File: config.mk
export PLATFORM = sky130hd
export DESIGN_NAME = upc_tag_tx_flat
export DESIGN_NICKNAME = d
export VERILOG_FILES = /design/src/rtl/upc_tag_tx_if.sv /design/src/rtl/upc_tag_tx.sv /design/src/flat_wrapper.sv
export SDC_FILE = /design/constraint.sdc
export NUM_CORES = 1
export LEC_CHECK = 0
export CAP_MARGIN = 20
export CELL_PAD_IN_SITES_DETAIL_PLACEMENT = 1
export CELL_PAD_IN_SITES_GLOBAL_PLACEMENT = 1
export CORE_AREA = 2 2 73 75
export CTS_CLUSTER_DIAMETER = 60
export DETAILED_ROUTE_END_ITERATION = 12
export DIE_AREA = 0 0 75 77
export DONT_BUFFER_PORTS = 1
export GPL_ROUTABILITY_DRIVEN = 0
export GPL_TIMING_DRIVEN = 0
export PLACE_DENSITY_LB_ADDON = 0.1
export SLEW_MARGIN = 25
export SYNTH_ARGS = -nofsm -noshare
export SYNTH_HDL_FRONTEND = slang
export SYNTH_SLANG_ARGS = --single-unit
File: constraint.sdc
create_clock -name clk -period 7.1 [get_ports clk]
set_clock_uncertainty 0.1 [all_clocks]
set_input_delay 1.065 -clock clk [delete_from_list [all_inputs] [get_ports clk]]
set_output_delay 1.065 -clock clk [all_outputs]
set_load 0.05 [all_outputs]
File: src/rtl/upc_tag_tx_if.sv
// Tag/price-entry side of the UPC serial link: request, code, mark, and
// the serial line with its status outputs.
interface upc_tag_tx_if;
    logic       start;
    logic [2:0] upc;
    logic       mark;
    logic       tx;
    logic       busy;
    logic       done;
    logic [7:0] frame_count;

    modport master (
        output start, upc, mark,
        input  tx, busy, done, frame_count
    );

    modport slave (
        input  start, upc, mark,
        output tx, busy, done, frame_count
    );
endinterface

File: src/rtl/upc_tag_tx.sv
// Serializes a latched UPC code plus secret-mark bit as a framed,
// even-parity bit stream: start, U, P, C, mark, parity, stop.
//
// state    | meaning
// S_IDLE   | line idle high, waiting for start
// S_START  | start bit (0)
// S_DATA   | U, P, C, mark, MSB first
// S_PARITY | U^P^C^mark
// S_STOP   | stop bit (1), then done pulse on return to idle
module upc_tag_tx #(
    parameter int CLKS_PER_BIT = 50
) (
    input  logic           clk,
    input  logic           reset_n,
    upc_tag_tx_if.slave    bus
);

    typedef enum logic [2:0] {
        S_IDLE,
        S_START,
        S_DATA,
        S_PARITY,
        S_STOP
    } state_t;

    localparam logic [15:0] LP_BIT_LAST = 16'(CLKS_PER_BIT - 1);

    state_t      r_state;
    logic [15:0] r_timer;
    logic [1:0]  r_idx;
    logic [3:0]  r_shift;
    logic        r_parity;
    logic        r_done;
    logic [7:0]  r_frame_count;

    state_t      w_state_nxt;
    logic [15:0] w_timer_nxt;
    logic [1:0]  w_idx_nxt;
    logic [3:0]  w_shift_nxt;
    logic        w_parity_nxt;
    logic        w_done_nxt;
    logic [7:0]  w_count_nxt;
    logic        w_bit_end;
    logic        w_tx;

    always_ff @(posedge clk or negedge reset_n) begin
        if (!reset_n) begin
            r_state       <= S_IDLE;
            r_timer       <= 16'd0;
            r_idx         <= 2'd0;
            r_shift       <= 4'd0;
            r_parity      <= 1'b0;
            r_done        <= 1'b0;
            r_frame_count <= 8'd0;
        end else begin
            r_state       <= w_state_nxt;
            r_timer       <= w_timer_nxt;
            r_idx         <= w_idx_nxt;
            r_shift       <= w_shift_nxt;
            r_parity      <= w_parity_nxt;
            r_done        <= w_done_nxt;
            r_frame_count <= w_count_nxt;
        end
    end

    always_comb begin
        w_state_nxt  = r_state;
        w_timer_nxt  = r_timer;
        w_idx_nxt    = r_idx;
        w_shift_nxt  = r_shift;
        w_parity_nxt = r_parity;
        w_done_nxt   = 1'b0;
        w_count_nxt  = r_frame_count;
        w_bit_end    = (r_timer == 16'd0);

        case (r_state)
            S_IDLE: begin
                if (bus.start) begin
                    w_state_nxt  = S_START;
                    w_timer_nxt  = LP_BIT_LAST;
                    w_idx_nxt    = 2'd0;
                    w_shift_nxt  = {bus.upc, bus.mark};
                    w_parity_nxt = ^{bus.upc, bus.mark};
                end
            end
            S_START: begin
                if (w_bit_end) begin
                    w_state_nxt = S_DATA;
                    w_timer_nxt = LP_BIT_LAST;
                end else begin
                    w_timer_nxt = r_timer - 16'd1;
                end
            end
            S_DATA: begin
                if (w_bit_end) begin
                    w_timer_nxt = LP_BIT_LAST;
                    w_shift_nxt = {r_shift[2:0], 1'b0};
                    if (r_idx == 2'd3) begin
                        w_state_nxt = S_PARITY;
                        w_idx_nxt   = 2'd0;
                    end else begin
                        w_idx_nxt = r_idx + 2'd1;
                    end
                end else begin
                    w_timer_nxt = r_timer - 16'd1;
                end
            end
            S_PARITY: begin
                if (w_bit_end) begin
                    w_state_nxt = S_STOP;
                    w_timer_nxt = LP_BIT_LAST;
                end else begin
                    w_timer_nxt = r_timer - 16'd1;
                end
            end
            S_STOP: begin
                // done and the count update land on the same edge as the return to idle
                if (w_bit_end) begin
                    w_state_nxt = S_IDLE;
                    w_done_nxt  = 1'b1;
                    w_count_nxt = r_frame_count + 8'd1;
                end else begin
                    w_timer_nxt = r_timer - 16'd1;
                end
            end
            default: begin
                w_state_nxt = S_IDLE;
            end
        endcase
    end

    // tx decodes from registered state only, so start never reaches the line combinationally
    always_comb begin
        w_tx = 1'b1;
        case (r_state)
            S_IDLE:   w_tx = 1'b1;
            S_START:  w_tx = 1'b0;
            S_DATA:   w_tx = r_shift[3];
            S_PARITY: w_tx = r_parity;
            S_STOP:   w_tx = 1'b1;
            default:  w_tx = 1'b1;
        endcase
    end

    assign bus.tx          = w_tx;
    assign bus.busy        = (r_state != S_IDLE);
    assign bus.done        = r_done;
    assign bus.frame_count = r_frame_count;

endmodule

File: src/flat_wrapper.sv
// flat-port wrapper written by rule: the top's interface ports become plain ports
module upc_tag_tx_flat 
#(
    parameter int CLKS_PER_BIT = 50
)
  (clk, reset_n, bus_start, bus_upc, bus_mark, bus_tx, bus_busy, bus_done, bus_frame_count);
  upc_tag_tx_if bus_i ();
  input  logic clk;
  input  logic reset_n;
  input wire logic [$bits(bus_i.start)-1:0] bus_start;
  input wire logic [$bits(bus_i.upc)-1:0] bus_upc;
  input wire logic [$bits(bus_i.mark)-1:0] bus_mark;
  output wire logic [$bits(bus_i.tx)-1:0] bus_tx;
  output wire logic [$bits(bus_i.busy)-1:0] bus_busy;
  output wire logic [$bits(bus_i.done)-1:0] bus_done;
  output wire logic [$bits(bus_i.frame_count)-1:0] bus_frame_count;
  assign bus_i.start = bus_start;
  assign bus_i.upc = bus_upc;
  assign bus_i.mark = bus_mark;
  assign bus_tx = bus_i.tx;
  assign bus_busy = bus_i.busy;
  assign bus_done = bus_i.done;
  assign bus_frame_count = bus_i.frame_count;
  upc_tag_tx #(.CLKS_PER_BIT(CLKS_PER_BIT)) u_core (.clk(clk), .reset_n(reset_n), .bus(bus_i));
endmodule
After elaboration in Yosys (flattened, before gate mapping)
Index checks and enable logic that the tools add are counted.
{"block": "word_totals", "regBits": 35, "input_bits": 7, "elab_cells": 55}
{"block": "op_classes", "addsub": 3, "n_eq_ne": 12, "muxes": 21, "n_reduce_logical": 12}
{"op": "$mux 16", "count": 3}
{"op": "$pmux 16 s3", "count": 1}
{"op": "$mux 3", "count": 6}
{"op": "$logic_not 16->1", "count": 1}
{"op": "$sub 16x1->16 const B", "count": 1}
{"op": "$pmux 3 s5", "count": 1}
{"op": "$ne 2x1->1 const B", "count": 5}
{"op": "$add 8x1->8 const B", "count": 1}
{"op": "$mux 4", "count": 2}
{"op": "$pmux 4 s2", "count": 1}
{"op": "$eq 3x2->1 const B", "count": 2}
{"op": "$mux 2", "count": 3}
{"op": "$reduce_and 3->1", "count": 2}
{"op": "$reduce_and 6->1", "count": 1}
{"op": "$reduce_bool 3->1", "count": 2}
{"op": "$ne 2x2->1 const B", "count": 2}
{"op": "$pmux 2 s2", "count": 1}
{"op": "$reduce_and 2->1", "count": 2}
{"op": "$reduce_xor 4->1", "count": 1}
{"op": "$eq 3x1->1 const B", "count": 1}
{"op": "$eq 3x3->1 const B", "count": 1}
{"op": "$logic_not 3->1", "count": 1}
{"op": "$pmux 1 s3", "count": 1}
{"op": "$reduce_or 3->1", "count": 1}
{"op": "other kinds (4)", "count": 5}

Depth between registers and ports, before layout
{"block": "logic_depth", "ltp_word": 4, "ltp_mapped": 9, "depth_no_buf": 7}

Worst setup path after synthesis
Ideal clock, no wire load.
{"block": "synth_timing", "path_kind": "input -> register", "startpoint": "input bus_start", "endpoint": "register u_core.r_timer[4]", "setup_time_ns": 0.134, "arrival_ns": 2.205, "t_required_ns": 6.866, "setup_slack_ns": 4.661, "path_stages": 6, "cell_sequence": "or4_1 > and4_1 > clkbuf_1 > o21ai_1 > xor2_1 > o21ai_1"}
{"block": "synth_via", "elab_chain_len": 2}
{"item": "from (decl)", "line_no": "flat_wrapper.sv:10", "text": "input wire logic [$bits(bus_i.start)-1:0] bus_start;"}
{"item": "$ne 2x2->1 (no line)"}
{"item": "$reduce_and 3->1 (no line)"}
{"item": "to (signal assigned)", "line_no": "upc_tag_tx.sv:57", "text": "r_timer <= w_timer_nxt;"}
{"item": "to (decl)", "line_no": "upc_tag_tx.sv:29", "text": "logic [15:0] r_timer;"}
Every way passes these cells.
A chain may end at the register's enable or synchronous reset.

Final worst setup path
{"block": "layout_timing", "startpoint": "register u_core.r_state[2]", "endpoint": "output bus_tx"}
{"block": "layout_via", "elab_chain_len": 2, "word_cells_on_any_way": 4, "cone_classes": "3 x eq/ne; 1 x mux"}
{"item": "from (decl)", "line_no": "upc_tag_tx.sv:28", "text": "state_t r_state;"}
{"item": "from (signal assigned)", "line_no": "upc_tag_tx.sv:56", "text": "r_state <= w_state_nxt;"}
{"item": "$eq 3x2->1 / $eq 3x1->1 (equally long branches)", "line_no": "upc_tag_tx.sv:135", "text": "case (r_state)"}
{"item": "$pmux 1 s3 *", "line_no": "upc_tag_tx.sv:135"}
{"item": "to (decl)", "line_no": "flat_wrapper.sv:13", "text": "output wire logic [$bits(bus_i.tx)-1:0] bus_tx;"}
Mark *: on every way between the ends. The rest lies on a longest branch, timed or not.

==> flow_summary.json <==
{
  "wl_per_cell_um": 15.96,
  "cpLargestDelayFamily": "compound AO/OA/AOI/OAI gates",
  "grt_pass1_vias": 1580,
  "ys_seq_elements": 35,
  "hp-class": "in2async",
  "numCtsBuffers": 5,
  "synth_nets": 199,
  "slew_violations": 0,
  "antenna_cells": 0,
  "synthMuxAreaShare_pct": 2.821,
  "outcome": "completed",
  "leakagePower_uw": 0.0009150,
  "hold_viol": 0,
  "ant_nets": 0,
  "worst_skew_pair.late_latency_ps": 290,
  "final_nets": 206,
  "ctsHoldBuffers": 0,
  "crit_buf_inv": 1,
  "instances_no_fill": 266,
  "crit_chain": "clkbuf_1 -> a311o_1",
  "async_flop_share_pct": 100.0,
  "post-place-ws_ps": 4434,
  "synth_top_family_by_area": "simple AND/OR/NAND/NOR gates",
  "worstPathMaxFanout": 10,
  "vias": 1411,
  "synthAdderAreaFrac_pct": 2.564,
  "hpwlAfterDp_mm": 3.187,
  "cts_num_sinks": 35,
  "fp.dieArea_sq_mm": 0.005775,
  "drt_first_pass_iters": 4,
  "cp.required_ps": 5930,
  "slowest_delay_ps": 540,
  "antenna_found_initial": 0,
  "drc_errors": 0,
  "track_usage_pct": 17.26,
  "htreeDepth": 2,
  "synth_xor_xnor_area_share_pct": 9.872,
  "setup_ws_ps": 4328,
  "dpl-instance-area_sq_mm": 0.002039,
  "p_per_area_mw_per_mm2": 340.6,
  "yosysWarnings": 0,
  "placed_cells": 258,
  "num_rows": 26,
  "ff2ff_path_depth": 8,
  "synth.avg_cell_area_sq_um": 10.38,
  "path_depth": 2,
  "ys_types": 49,
  "clockBufferDepth": 2,
  "grt_pass1_wl_mm": 7.638,
  "endpoint_kind": "primary output",
  "fp.dieW_um": 75,
  "start_util_pct": 39.22,
  "via_per_inst": 5.305,
  "startpoint_type": "register",
  "pin_count": 18,
  "slew_headroom_pct": 34.48,
  "worstMarginPinSlew_ps": 973.9,
  "min_period_ps": 2772,
  "ctsRootBufferMaster": "clkbuf_8",
  "core_sq_mm": 0.004977,
  "synth-edff-count": 0,
  "io_buffers": 0,
  "cts_resized": 0,
  "rsz0062_at_grt": "false",
  "critical_path_class": "reg2out",
  "grt_max_degree": 36,
  "cts_tree": "done",
  "syn_to_final_growth_pct": 10.45,
  "post_cts.repair.setup_buffers": 0,
  "slowest_stage": "a311o_1",
  "synthFlopType": "dfrtp_1",
  "routed_wirelength_mm": 4.245,
  "ys_seq_area_share_pct": 44.87,
  "p_total_uw": 734.3,
  "peakVddDrop_mv": 0.1668,
  "cp.arrival_ps": 1610,
  "final-setup-viol-count": 0,
  "min_period_over_period_pct": 39.04,
  "synthSimpleGateAreaFrac_pct": 22.63,
  "nFillCells": 577,
  "netlist_instances": 188,
  "synth_compound_area_share_pct": 12.63,
  "timing.setup.tns_ps": 0,
  "design_area_sq_mm": 0.002156,
  "die_y_um": 77,
  "maxCapViolCount": 0,
  "grt-ovfl-total": 0,
  "syn-cell-area_sq_mm": 0.001952,
  "clk_pin_slew_ps": 80,
  "drive_gt1_share_pct": 15.82,
  "fmax_mhz": 360.7,
  "drt_iter0_markers": 37
}
metal layers:
layer / global-route usage, % / routed length, um
met5: 0 / 0
met4: 6.071 / 74
met3: 4.468 / 117
met2: 28.77 / 2227
met1: 21.06 / 1825
placed cells by master (no fill, tap or decap), types with 2 or more instances in the layout:
master     n
dfrtp_1   35
nor2_1    18
o21ai_0   12
nand2_1   11
xnor2_1   11
xor2_1    11
nand4_1    8
a21oi_1    6
inv_1      5
clkbuf_8   5
or3_1      4
buf_6      4
nor3_1     4
o211ai_2   4
ha_1       4
buf_2      3
clkbuf_1   3
mux2i_1    3
nand3_1    3
o21ai_1    3
or4_4      2
nor4_4     2
nand2b_1   2
nor4_1     2
and2_1     2
and3_1     2
through the flow:
step / utilization [%] / hold slack (ps)
finish: 43.31 / 358.3
global route: 43.31 / 331.5
CTS: 43.31 / 345.5
detailed placement: 40.98 / 379.9
global placement: 40.98 / 364.9
floorplan: - / 349.6
where the power goes:
part,switching (uW),total (uW),internal (uW)
registers,58.7,321,262
logic,129,226,97.1
clock network,81.2,188,106
total,269,734,466
flip-flops by register name, summed over array words and instances (netlist names):
name                    cells
u_core.r_idx                2
u_core.r_parity             1
u_core.r_state              3
u_core.bus.done             1
u_core.r_shift              4
u_core.r_timer             16
u_core.bus.frame_count      8
cell families after synthesis:
group / count (synthesis)
compound gates: 36
xor+xnor: 22
fa+ha+maj: 4
buf+inv: 15
flops: 35
mux: 5
simple gates: 71
synthesized netlist by cell type, drive strengths merged (2+ instances only):
| library cell | count | area share, % |
|---|---|---|
| nor3 | 4 | 1.0 |
| nor4 | 4 | 2.8 |
| nand3 | 3 | 0.77 |
| nand4 | 8 | 2.6 |
| ha | 4 | 2.6 |
| o21ai | 15 | 3.8 |
| or2 | 2 | 0.64 |
| inv | 5 | 0.96 |
| xor2 | 11 | 4.9 |
| nor2 | 20 | 5.1 |
| nand2b | 2 | 0.64 |
| buf | 7 | 3.1 |
| or3 | 4 | 1.3 |
| nand2 | 11 | 2.1 |
| o211ai | 5 | 2.9 |
| a21oi | 7 | 2.0 |
| xnor2 | 11 | 4.9 |
| dfrtp | 35 | 45 |
| or4 | 3 | 1.5 |
| and3 | 2 | 0.64 |
| clkbuf | 3 | 0.58 |
| and2 | 2 | 0.64 |
| mux2i | 4 | 2.2 |
final cells by class:
| type | instances | area (sq um) | share of cell area [%] |
|---|---|---|---|
| inverters | 5 | 18.77 | 0.8706 |
| clock buffers | 5 | 68.82 | 3.192 |
| clock inverters | 3 | 47.55 | 2.205 |
| plain buffers | 10 | 71.32 | 3.308 |
| flip-flops and latches | 35 | 875.8 | 40.63 |
| multi-input cells | 138 | 985.9 | 45.73 |
| well taps | 70 | 87.58 | 4.063 |
path summary, 6_finish.rpt:
path	to	from	slack [ps]
max in group asynchronous	u_core.r_idx[1]$_DFFE_PN0P_	reset_n	6450
worst max register to register	u_core.r_timer[11]$_DFFE_PN0P_	u_core.r_timer[1]$_DFFE_PN0P_	4540
worst min register to register	u_core.r_shift[1]$_DFFE_PN0P_	u_core.r_shift[1]$_DFFE_PN0P_	390
worst max-delay path	bus_tx	u_core.r_state[2]$_DFFE_PN0P_	4330
worst min-delay path	u_core.r_timer[14]$_DFFE_PN0P_	reset_n	360
min in group clk	u_core.r_shift[1]$_DFFE_PN0P_	u_core.r_shift[1]$_DFFE_PN0P_	390
Note: power is estimated with default switching activity, not from simulation.
